==> src/rtl/tt_checker_pkg.sv <==
// tt_checker_pkg: shared FSM state encoding and MISR constants for the truth-table checker
package tt_checker_pkg;
  typedef enum logic [1:0] {IDLE, DRIVE, SAMPLE, FIN} state_t;
  localparam int MISR_W = 8;
  localparam logic [MISR_W-1:0] MISR_TAP = 8'hB8;
endpackage

==> src/rtl/truth_table_checker_misr.sv <==
// tt_misr: 8-bit MISR compacting one response bit per enabled cycle
module tt_misr import tt_checker_pkg::*; (
  input  logic              clk,
  input  logic              rst,
  input  logic              clr,
  input  logic              en,
  input  logic              d,
  output logic [MISR_W-1:0] sig
);
  // shift in the tap parity XOR the new sample; clear wins over update
  always_ff @(posedge clk or posedge rst)
    if (rst) sig <= '0;
    else if (clr) sig <= '0;
    else if (en) sig <= {sig[MISR_W-2:0], ^(sig & MISR_TAP) ^ d};
endmodule

==> config.mk <==
export PLATFORM = sky130hd
export DESIGN_NAME = tt_misr
export DESIGN_NICKNAME = d
export VERILOG_FILES = /design/src/rtl/tt_checker_pkg.sv /design/src/rtl/truth_table_checker_misr.sv
export SDC_FILE = /design/constraint.sdc
export NUM_CORES = 1
export LEC_CHECK = 0
export CORE_AREA = 5 5 42 44
export DETAILED_ROUTE_END_ITERATION = 8
export DIE_AREA = 0 0 47 49
export DONT_BUFFER_PORTS = 1
export SETUP_SLACK_MARGIN = 0.02
export SLEW_MARGIN = 20
export SYNTH_ARGS = -nofsm -noshare
export SYNTH_HDL_FRONTEND = slang
export SYNTH_SLANG_ARGS = --single-unit
==> constraint.sdc <==
create_clock -name clk -period 2.2 [get_ports clk]
set_input_delay 0.44 -clock clk [delete_from_list [all_inputs] [get_ports clk]]
set_output_delay 0.44 -clock clk [all_outputs]
set_load 0.005 [all_outputs]
==> out/metrics.yaml <==
clock_network:
  cts_setup_buffers: 0
  clock_path_buffers: 2
  cts_resized: 0
  clock_latency_ps: 240
  htreeDepth: 1
  tritoncts: "built"
  root_buffer: "clkbuf_4"
  clock_sink_count: 8
  path_clk_slew_ps: 50
  ctsHoldBuffers: 0
  cts_made_buffers: 3
global_routing:
  grt_max_degree: 10
  grt_pass1_wl_um: 1138
  grt_use_total: 0.07260
  grt-ovfl-total: 0
  grt_pass1_vias: 231
  antenna_found_initial: 0
floorplan:
  coreArea_mm2: 0.001401
  initial_utilization: 0.2661
  chipWidth_um: 47
  rows: 14
  fp.dieArea_mm2: 0.002303
  boundaryPins: 13
  die_h_um: 49
placement:
  io_buffers: 0
  dp.cells: 46
  gp_congestion: 0.6273
  placed_area_um2: 384.1
routing:
  via_count: 230
  ant_nets: 0
  dr.pass1.iters: 2
  wirelength_um: 711
  drt_iter0_drc: 5
  routedWlPerCell_um: 14.51
  drc: 0
  viasPerCell: 4.694
critical_path:
  rr_endpoint: "sig[0]"
  critPathRequiredTime_ps: 1760
  cp.arrival_ps: 680
  crit_cells: 0
  crit_end: "sig[5]"
  rr_worst_depth: 3
  startpoint: "sig[5]"
  critPathCaptureType: "primary output"
  path_class: "reg2out"
  critPathLaunchType: "register"
  r2r-start: "sig[7]"
  cp_max_fo: 4
  reg2reg_slack_ps: 1100
synth:
  yosysWarnings: 0
  synth_nets: 37
  syn_area_um2: 372.9
  ys_types: 12
  synth-seq-cells: 8
  synthCells: 32
  postSynthAreaPerCell_um2: 11.65
  synth_compound_area_frac: 0.02349
  yosysSeqAreaShare: 0.5369
  yosys.area_share.adder: 0
  synth_xor_area_frac: 0.08389
  synthSimpleGateAreaFrac: 0.1342
  synth_top_family_by_area: "multiplexers"
  synthMuxAreaShare: 0.1879
finish:
  synthToLayoutAreaGrowth_pct: 9.060
  top_register: "sig"
  largest_reg_flops: 8
  final_cell_mix: "dfrtp_1 (8), mux2i_1 (7), nor2_1 (7), clkbuf_4 (3), nand2b_1 (2)"
  diodes: 0
  layout_commonest_cell: "dfrtp_1"
  reg_top3: "sig: 8 flops"
  final_area_um2: 406.6
  fin_nets: 40
  layout.cells.non_filler: 49
  post_route_cells_drive_above_1_share: 0.09091
timing:
  setup_tns_ps: 0
  maxSlewViolCount: 0
  slew_headroom: 0.7959
  rsz0062_at_grt: "no"
  tightest_slew_ps: 305.9
  finalHoldViolations: 0
  max_freq_mhz: 896.3
  clock_skew_ps: 0.2996
  setup_viol: 0
  finalCritPeriodShare: 0.5071
  min_period_ps: 1116
worst_hold_path:
  hold_class: "in2async"
flow_run:
  maxCapViolCount: 0
status:
  status: "complete, no violations"
power:
  peakVddDrop_mv: 0.2654
  power_leakage_uw: 0.0002038
  finalPower_uw: 270.7
  power_density_mw_per_mm2: 665.6
==> power breakdown <==
group / internal, uW / total [uW] / switching [uW]
registers: 149 / 152 / 2.47
logic: 6.06 / 11.1 / 5.03
clock network: 62.1 / 108 / 45.6
total: 218 / 271 / 53.1
==> cell usage after synthesis <==
cell	n	area share
dfrtp_1	8	0.54
mux2i_1	7	0.19
nand2b_1	2	0.034
nand3_1	1	0.013
o221ai_1	1	0.023
inv_1	1	0.010
buf_2	1	0.013
xnor3_1	1	0.060
nor2b_1	1	0.017
clkbuf_1	1	0.010
xor2_1	1	0.023
nor2_1	7	0.070
==> worst min-delay path by stage <==
stage | startpoint | endpoint | slack [ps] | cells after the start
4_1_cts | rst | sig[3] | 30 | 1
2_1_floorplan | rst | sig[0] | 260 | 1
3_3_place_gp | rst | sig[4] | 300 | 1
3_5_place_dp | rst | sig[4] | 300 | 1
5_1_grt | rst | sig[4] | 40 | 1
6_report | rst | sig[4] | 30 | 1
==> routing by layer <==
| layer | wire length [um] | vias up | GRT usage |
|---|---|---|---|
| li1 | - | 111 | - |
| met1 | 319 | 105 | 0.1000 |
| met2 | 278 | 12 | 0.07240 |
| met3 | 100 | 2 | 0.05166 |
| met4 | 11 | 0 | 0.05530 |
| met5 | 0 | - | 0 |
==> layout make-up <==
class                   count  area (um^2)
well taps                  16        20.02
inverters                   1        3.754
fillers                   151        994.7
clock buffers               3        22.52
multi-input cells          21        160.2
flip-flops and latches      8        200.2
==> through the flow <==
stage	hold WS (ps)	utilization	setup WS [ps]
3_5_place_dp	300.3	0.2741	1088
6_report	26.00	0.2902	1084
3_3_place_gp	301.5	0.2741	1074
2_1_floorplan	255.7	-	1080
5_1_grt	35.53	0.2902	1002
4_1_cts	28.99	0.2902	1065
==> cell families (layout without fill, tap and decap cells) <==
family / count (synthesis) / after routing
AO/OA/AOI/OAI: 1 / 1
multiplexers: 7 / 7
flip-flops: 8 / 8
buffers and inverters: 3 / 4
AND/OR/NAND/NOR: 11 / 11
XOR/XNOR: 2 / 2
(Power assumes the default switching activity.)
